### config.mk
export PLATFORM = sky130hd
export DESIGN_NAME = core_run_ctrl_flat
export DESIGN_NICKNAME = d
export VERILOG_FILES = /design/src/rtl/core_dbg_pkg.sv /design/src/rtl/core_run_ctrl_if.sv /design/src/rtl/core_run_ctrl_step_sync.sv /design/src/rtl/core_run_ctrl.sv /design/src/flat_wrapper.sv
export SDC_FILE = /design/constraint.sdc
export NUM_CORES = 1
export LEC_CHECK = 0
export BUFFER_PORTS_ARGS = -buffer_cell sky130_fd_sc_hd__buf_4
export CAP_MARGIN = 20
export CORE_MARGIN = 4
export CORE_UTILIZATION = 46
export DETAILED_ROUTE_END_ITERATION = 10
export GPL_TIMING_DRIVEN = 1
export PLACE_DENSITY = 0.87
export SLEW_MARGIN = 15
export SYNTH_ARGS = -nofsm -noshare
export SYNTH_HDL_FRONTEND = slang
export SYNTH_HIERARCHICAL = 1
export SYNTH_SLANG_ARGS = --single-unit
### constraint.sdc
create_clock -name clk -period 3.2 [get_ports clk]
set_clock_uncertainty 0.05 [all_clocks]
set_input_delay 0.48 -clock clk [delete_from_list [all_inputs] [get_ports clk]]
set_output_delay 0.48 -clock clk [all_outputs]
set_load 0.01 [all_outputs]
### src/rtl/core_dbg_pkg.sv
// Shared debug-control definitions: run-mode encodings and the run controller FSM state type.
package core_dbg_pkg;

  localparam logic [1:0] MODE_HALT   = 2'b00;
  localparam logic [1:0] MODE_STEP   = 2'b01;
  localparam logic [1:0] MODE_RUN    = 2'b10;
  localparam logic [1:0] MODE_RUN_BP = 2'b11;

  typedef enum logic [1:0] {
    ST_IDLE = 2'b00,
    ST_RUN  = 2'b01,
    ST_BRK  = 2'b10
  } state_t;

endpackage

### src/rtl/core_run_ctrl_if.sv
// Debug/run-control bus between a host (master) and the core run controller (slave).
interface core_run_ctrl_if
  import core_dbg_pkg::*;
#(
  parameter int DIV_W  = 16,
  parameter int NUM_BP = 4,
  parameter int ADDR_W = 32
);
  // No valid/ready pairs: every control input is a level sampled on each rising clk;
  // cpu_ce is a single-cycle strobe and the remaining outputs are registered levels.
  logic                     step;
  logic [1:0]               mode;
  logic [DIV_W-1:0]         div_sel;
  logic [ADDR_W-1:0]        pc_in;
  logic [NUM_BP*ADDR_W-1:0] bp_addr;
  logic [NUM_BP-1:0]        bp_valid;
  logic                     cnt_clr;
  logic                     cpu_ce;
  logic                     halted;
  logic [NUM_BP-1:0]        bp_hit;
  logic [31:0]              cycle_count;
  state_t                   dbg_state;

  modport master (
    output step, mode, div_sel, pc_in, bp_addr, bp_valid, cnt_clr,
    input  cpu_ce, halted, bp_hit, cycle_count, dbg_state
  );

  modport slave (
    input  step, mode, div_sel, pc_in, bp_addr, bp_valid, cnt_clr,
    output cpu_ce, halted, bp_hit, cycle_count, dbg_state
  );
endinterface

### src/rtl/core_run_ctrl_step_sync.sv
// Two-flop synchronizer for the asynchronous step button plus a registered rising-edge strobe.
module step_sync (
  input  logic clk,
  input  logic rst,
  input  logic i_step,
  output logic o_step_evt
);

  logic r_sync1;
  logic r_sync2;
  logic r_sync3;
  logic r_evt;

  // The edge strobe is registered so a press reaches cpu_ce on the third edge after first sample.
  always_ff @(posedge clk) begin
    if (rst) begin
      r_sync1 <= 1'b0;
      r_sync2 <= 1'b0;
      r_sync3 <= 1'b0;
      r_evt   <= 1'b0;
    end else begin
      r_sync1 <= i_step;
      r_sync2 <= r_sync1;
      r_sync3 <= r_sync2;
      r_evt   <= r_sync2 & ~r_sync3;
    end
  end

  assign o_step_evt = r_evt;

endmodule

### src/rtl/core_run_ctrl.sv
// Core run controller: halt / single-step / free-run / run-to-breakpoint clock-enable generation.
module core_run_ctrl
  import core_dbg_pkg::*;
#(
  parameter int DIV_W  = 16,
  parameter int NUM_BP = 4,
  parameter int ADDR_W = 32
) (
  input  logic             clk,
  input  logic             rst,
  core_run_ctrl_if.slave   bus
);

  localparam logic [DIV_W-1:0] DIV_ONE = {{(DIV_W-1){1'b0}}, 1'b1};

  state_t             r_state;
  state_t             w_state_nxt;
  logic [DIV_W-1:0]   r_div;
  logic [DIV_W-1:0]   w_div_nxt;
  logic [1:0]         r_mode_prev;
  logic               r_cpu_ce;
  logic               w_ce_nxt;
  logic               r_halted;
  logic [NUM_BP-1:0]  r_bp_hit;
  logic [NUM_BP-1:0]  w_hit_nxt;
  logic [NUM_BP-1:0]  w_match;
  logic [31:0]        r_cycle_count;
  logic               w_step_evt;
  logic               w_mode_chg;
  logic               w_run_mode;

  step_sync u_step_sync (
    .clk        (clk),
    .rst        (rst),
    .i_step     (bus.step),
    .o_step_evt (w_step_evt)
  );

  assign w_mode_chg = (bus.mode != r_mode_prev);
  assign w_run_mode = bus.mode[1];

  always_comb begin
    w_match = '0;
    for (int i = 0; i < NUM_BP; i++) begin
      w_match[i] = bus.bp_valid[i] && (bus.pc_in == bus.bp_addr[i*ADDR_W +: ADDR_W]);
    end
  end

  always_comb begin
    w_state_nxt = r_state;
    w_ce_nxt    = 1'b0;
    w_hit_nxt   = r_bp_hit;
    w_div_nxt   = '0;
    case (r_state)
      ST_IDLE: begin
        if (bus.mode == MODE_STEP) begin
          w_ce_nxt = w_step_evt;
        end else if (w_run_mode) begin
          w_state_nxt = ST_RUN;
        end
      end
      ST_RUN: begin
        if (bus.mode == MODE_HALT) begin
          w_state_nxt = ST_IDLE;
        end else if (bus.mode == MODE_STEP) begin
          w_state_nxt = ST_IDLE;
          w_hit_nxt   = '0;
        end else if (r_div == bus.div_sel) begin
          // A breakpoint is only consulted at the cycle that would otherwise pulse.
          if ((bus.mode == MODE_RUN_BP) && (|w_match)) begin
            w_state_nxt = ST_BRK;
            w_hit_nxt   = w_match;
          end else begin
            w_ce_nxt = 1'b1;
          end
        end else begin
          w_div_nxt = r_div + DIV_ONE;
        end
      end
      ST_BRK: begin
        if (bus.mode == MODE_HALT) begin
          w_state_nxt = ST_IDLE;
        end else if (bus.mode == MODE_STEP) begin
          w_state_nxt = ST_IDLE;
          w_hit_nxt   = '0;
        end else if (w_step_evt) begin
          w_ce_nxt    = 1'b1;
          w_hit_nxt   = '0;
          w_state_nxt = ST_RUN;
        end
      end
      default: begin
        w_state_nxt = ST_IDLE;
      end
    endcase
    if (w_mode_chg) begin
      w_div_nxt = '0;
    end
  end

  always_ff @(posedge clk) begin
    if (rst) begin
      r_state     <= ST_IDLE;
      r_div       <= '0;
      r_mode_prev <= MODE_HALT;
      r_cpu_ce    <= 1'b0;
      r_halted    <= 1'b1;
      r_bp_hit    <= '0;
    end else begin
      r_state     <= w_state_nxt;
      r_div       <= w_div_nxt;
      r_mode_prev <= bus.mode;
      r_cpu_ce    <= w_ce_nxt;
      r_halted    <= (w_state_nxt != ST_RUN);
      r_bp_hit    <= w_hit_nxt;
    end
  end

  // The counter advances on the same edge that raises cpu_ce; a clear wins over that increment.
  always_ff @(posedge clk) begin
    if (rst) begin
      r_cycle_count <= '0;
    end else if (bus.cnt_clr) begin
      r_cycle_count <= '0;
    end else if (w_ce_nxt) begin
      r_cycle_count <= r_cycle_count + 32'd1;
    end
  end

  assign bus.cpu_ce      = r_cpu_ce;
  assign bus.halted      = r_halted;
  assign bus.bp_hit      = r_bp_hit;
  assign bus.cycle_count = r_cycle_count;
  assign bus.dbg_state   = r_state;

endmodule

### src/flat_wrapper.sv
// flat-port wrapper written by rule: the top's interface ports become plain ports
module core_run_ctrl_flat import core_dbg_pkg::*;
#(
  parameter int DIV_W  = 16,
  parameter int NUM_BP = 4,
  parameter int ADDR_W = 32
)
  (clk, rst, bus_step, bus_mode, bus_div_sel, bus_pc_in, bus_bp_addr, bus_bp_valid, bus_cnt_clr, bus_cpu_ce, bus_halted, bus_bp_hit, bus_cycle_count, bus_dbg_state);
  core_run_ctrl_if #(.DIV_W(DIV_W), .NUM_BP(NUM_BP), .ADDR_W(ADDR_W)) bus_i ();
  input  logic clk;
  input  logic rst;
  input wire logic [$bits(bus_i.step)-1:0] bus_step;
  input wire logic [$bits(bus_i.mode)-1:0] bus_mode;
  input wire logic [$bits(bus_i.div_sel)-1:0] bus_div_sel;
  input wire logic [$bits(bus_i.pc_in)-1:0] bus_pc_in;
  input wire logic [$bits(bus_i.bp_addr)-1:0] bus_bp_addr;
  input wire logic [$bits(bus_i.bp_valid)-1:0] bus_bp_valid;
  input wire logic [$bits(bus_i.cnt_clr)-1:0] bus_cnt_clr;
  output wire logic [$bits(bus_i.cpu_ce)-1:0] bus_cpu_ce;
  output wire logic [$bits(bus_i.halted)-1:0] bus_halted;
  output wire logic [$bits(bus_i.bp_hit)-1:0] bus_bp_hit;
  output wire logic [$bits(bus_i.cycle_count)-1:0] bus_cycle_count;
  output wire logic [$bits(bus_i.dbg_state)-1:0] bus_dbg_state;
  assign bus_i.step = bus_step;
  assign bus_i.mode = bus_mode;
  assign bus_i.div_sel = bus_div_sel;
  assign bus_i.pc_in = bus_pc_in;
  assign bus_i.bp_addr = bus_bp_addr;
  assign bus_i.bp_valid = bus_bp_valid;
  assign bus_i.cnt_clr = bus_cnt_clr;
  assign bus_cpu_ce = bus_i.cpu_ce;
  assign bus_halted = bus_i.halted;
  assign bus_bp_hit = bus_i.bp_hit;
  assign bus_cycle_count = bus_i.cycle_count;
  assign bus_dbg_state = bus_i.dbg_state;
  core_run_ctrl #(.DIV_W(DIV_W), .NUM_BP(NUM_BP), .ADDR_W(ADDR_W)) u_core (.clk(clk), .rst(rst), .bus(bus_i));
endmodule
==> impl_metrics.env <==
export IMPL_status="finished, final reports clean"
export IMPL_yosysWarnings=6
export IMPL_power_density_nw_per_um2=309
export IMPL_synth_area_leaders="dfxtp_1 28%, xor2_1 27%, xnor2_1 5.0%"
export IMPL_tightest_slew_ps=632
export IMPL_ant_nets=0
export IMPL_rr_endpoint="u_core/bus.cycle_count[10]$_SDFFE_PP0P_"
export IMPL_critPathLaunchType="flip-flop"
export IMPL_syn_inst=516
export IMPL_yosys_area_top_type="dfxtp_1"
export IMPL_crit_required_ps=3420
export IMPL_hold_violations=0
export IMPL_multiInputGateArea_um2=2990
export IMPL_place_inst=859
export IMPL_syn_area_um2=4370
export IMPL_ys_flop_type="dfxtp_1"
export IMPL_crit_arrival_ps=3100
export IMPL_clk_latency_ps=350
export IMPL_setup_tns_ps=0
export IMPL_cp_end_kind="flip-flop"
export IMPL_drc=0
export IMPL_r2r_start="u_core/r_div[7]$_SDFF_PP0_"
export IMPL_ctsHoldBuffers=0
export IMPL_p_leak_nw=2.67
export IMPL_yosys_cell_types_count=40
export IMPL_cts_resized=0
export IMPL_synth_commonest_cells="134 x xor2_1, 62 x dfxtp_1, 33 x nand2_1"
export IMPL_avgSynthCellArea_um2=8.46
export IMPL_final_max_slew_viol_count=0
export IMPL_r2r_setup_slack_ps=320
export IMPL_first_pass_iters=5
export IMPL_antenna_found_initial=0
export IMPL_slew_headroom_pct=57.8
export IMPL_netlist_area_leader_share_pct=28.4
export IMPL_async_flop_share_pct=0
export IMPL_syn2layout_area_growth_pct=46.0
export IMPL_timing_hold_ws_ps=289
export IMPL_ys_seq_elements=62
export IMPL_htree_num_levels=3
export IMPL_grt_pass1_wl_um=25000
export IMPL_final_seq_area_um2=1240
export IMPL_rsz0062_at_grt="no"
export IMPL_worstSetupPathType="flip-flop to flip-flop"
export IMPL_cts_tree="yes"
export IMPL_grt_max_degree=40
export IMPL_start_util_pct=47.3
export IMPL_routed_wl_um=16600
export IMPL_synthesis_nets=704
export IMPL_synth_edff_count=0
export IMPL_r2r_cells=8
export IMPL_gp_congestion=0.930
export IMPL_synth_most_common_cell="xor2_1"
export IMPL_grt_pass1_vias=4688
export IMPL_hold_path_class="primary input to flip-flop"
export IMPL_hp_start="bus_step"
export IMPL_via_per_inst=5.42
export IMPL_post_cts_buffers=0
export IMPL_finalNonFillerCells=875
export IMPL_drt_iter0_drc=287
export IMPL_cts_made_buffers=9
export IMPL_core_area_um2=9240
export IMPL_antenna_cells=0
export IMPL_ir_drop_mv=0.424
export IMPL_via_count=4743
export IMPL_clock_fmax_ghz=0.347
export IMPL_nets=929
export IMPL_hold_path_end="u_core/u_step_sync/r_sync1$_SDFF_PP0_"
export IMPL_cap_violations=0
export IMPL_dp_hpwl_um=13500
export IMPL_yosysSeqAreaShare_pct=28.4
export IMPL_grt_use_total_pct=28.6
export IMPL_wl_per_cell_um=19.0
export IMPL_io_pins=226
export IMPL_hold_depth=2
export IMPL_overflow=0
export IMPL_clkTransAtPathRegs_ps=70
export IMPL_critPathLaunch="u_core/r_div[7]$_SDFF_PP0_"
export IMPL_die_y_um=105
export IMPL_die_w_um=105
export IMPL_fp_dieArea_um2=11100
export IMPL_fin_crit_sh_pct=90.1
export IMPL_period_minus_slack_ps=2880
export IMPL_numClockSinks=62
export IMPL_io_buffers=225
export IMPL_rows=35
export IMPL_clockBufferDepth=2
export IMPL_final_layout_size_suffix_gt1_share_pct=33.8
export IMPL_fill_cells=722
export IMPL_setup_viol=0
export IMPL_cp_max_fo=17
export IMPL_cts_root_buf="clkbuf_8"
-- worst max path at each step --
stage	end	slack (ps)	cells past startpoint
6_report	u_core/bus.cycle_count[10]$_SDFFE_PP0P_	320	8
5_1_grt	u_core/bus.cycle_count[8]$_SDFFE_PP0P_	210	8
4_1_cts	u_core/bus.cycle_count[8]$_SDFFE_PP0P_	330	8
3_5_place_dp	u_core/bus.cycle_count[10]$_SDFFE_PP0P_	110	10
3_3_place_gp	u_core/bus.cycle_count[6]$_SDFFE_PP0P_	190	10
2_1_floorplan	u_core/bus.cycle_count[1]$_SDFFE_PP0P_	710	10
-- through the flow --
stage | setup slack (ps) | power, mW | util [%] | area [um2]
after floorplan | 707 | 0.941 | - | 4370
after global placement | 189 | 1.21 | 66.6 | 6150
after detailed placement | 106 | 1.21 | 66.6 | 6150
after CTS | 333 | 1.97 | 69.0 | 6380
after global routing | 213 | 2.03 | 69.0 | 6380
final | 318 | 1.97 | 69.0 | 6380
-- where the power goes --
part	internal [mW]	total (mW)	switching, mW
Combinational	0.236	0.419	0.183
Sequential	0.776	0.779	0.00267
Clock	0.456	0.771	0.314
Total	1.47	1.97	0.500
-- per-layer routing --
metal	up-vias	global-route usage, %	share of wire (%)
met3	34	6.92	8.3
li1	2293	-	-
met1	2189	31.8	37
met2	227	52.0	52
met4	0	11.4	3.0
met5	-	0	0
-- state kept, by name, summed over array words and instances (netlist names) --
| signal | cells |
|---|---|
| u_core/bus.dbg_state | 2 |
| u_core/u_step_sync/o_step_evt | 1 |
| u_core/bus.cycle_count | 32 |
| u_core/r_mode_prev | 2 |
| u_core/bus.bp_hit | 4 |
| u_core/r_div | 16 |
| u_core/u_step_sync/r_sync2 | 1 |
| u_core/u_step_sync/r_sync3 | 1 |
| u_core/bus.halted | 1 |
| u_core/bus.cpu_ce | 1 |
| u_core/u_step_sync/r_sync1 | 1 |
-- cell type report --
type                       instances  share of cell area, %
multi-input combinational        431                   46.9
inverter                           9                  0.530
sequential                        62                   19.5
tap                              129                   2.53
timing repair buffer             228                   27.0
clock inverter                     6                   1.33
clock buffer                      10                   2.16
-- critical path: stages (launching register included) --
cell	delay, ps
dfxtp_1	450
xnor2_1	160
nand4_1	140
nor4_2	480
nand2_1	160
o31a_4	430
buf_4	200
or4_1	530
a21oi_1	170
-- cell usage in the layout, fill, tap and decap left out, drive strengths merged, types with 4 or more instances in the layout --
master	instances
or4b	4
o211ai	4
or3	18
and2	5
nand4	15
nor4	29
dfxtp	62
nor2	29
and3	11
nand2	33
o21ai	16
nand3	20
nor3	5
xor2	134
o2bb2ai	4
a21oi	30
o31ai	11
inv	9
buf	228
clkbuf	10
and4	5
or4	14
xnor2	26
-- kinds of logic (layout without fill, tap and decap cells) --
group	count (synthesis)	count (layout)	synth area share (%)
AOI/OAI and AO/OA	71	71	10.2
xor gates and xnor gates	160	160	32.3
adders and majority gates	2	2	0.573
buffers and inverters	23	253	3.06
DFF	62	62	28.4
muxes	1	1	0.229
and+or+nand+nor	197	197	25.3
Note: power is estimated with default switching activity, not from simulation.
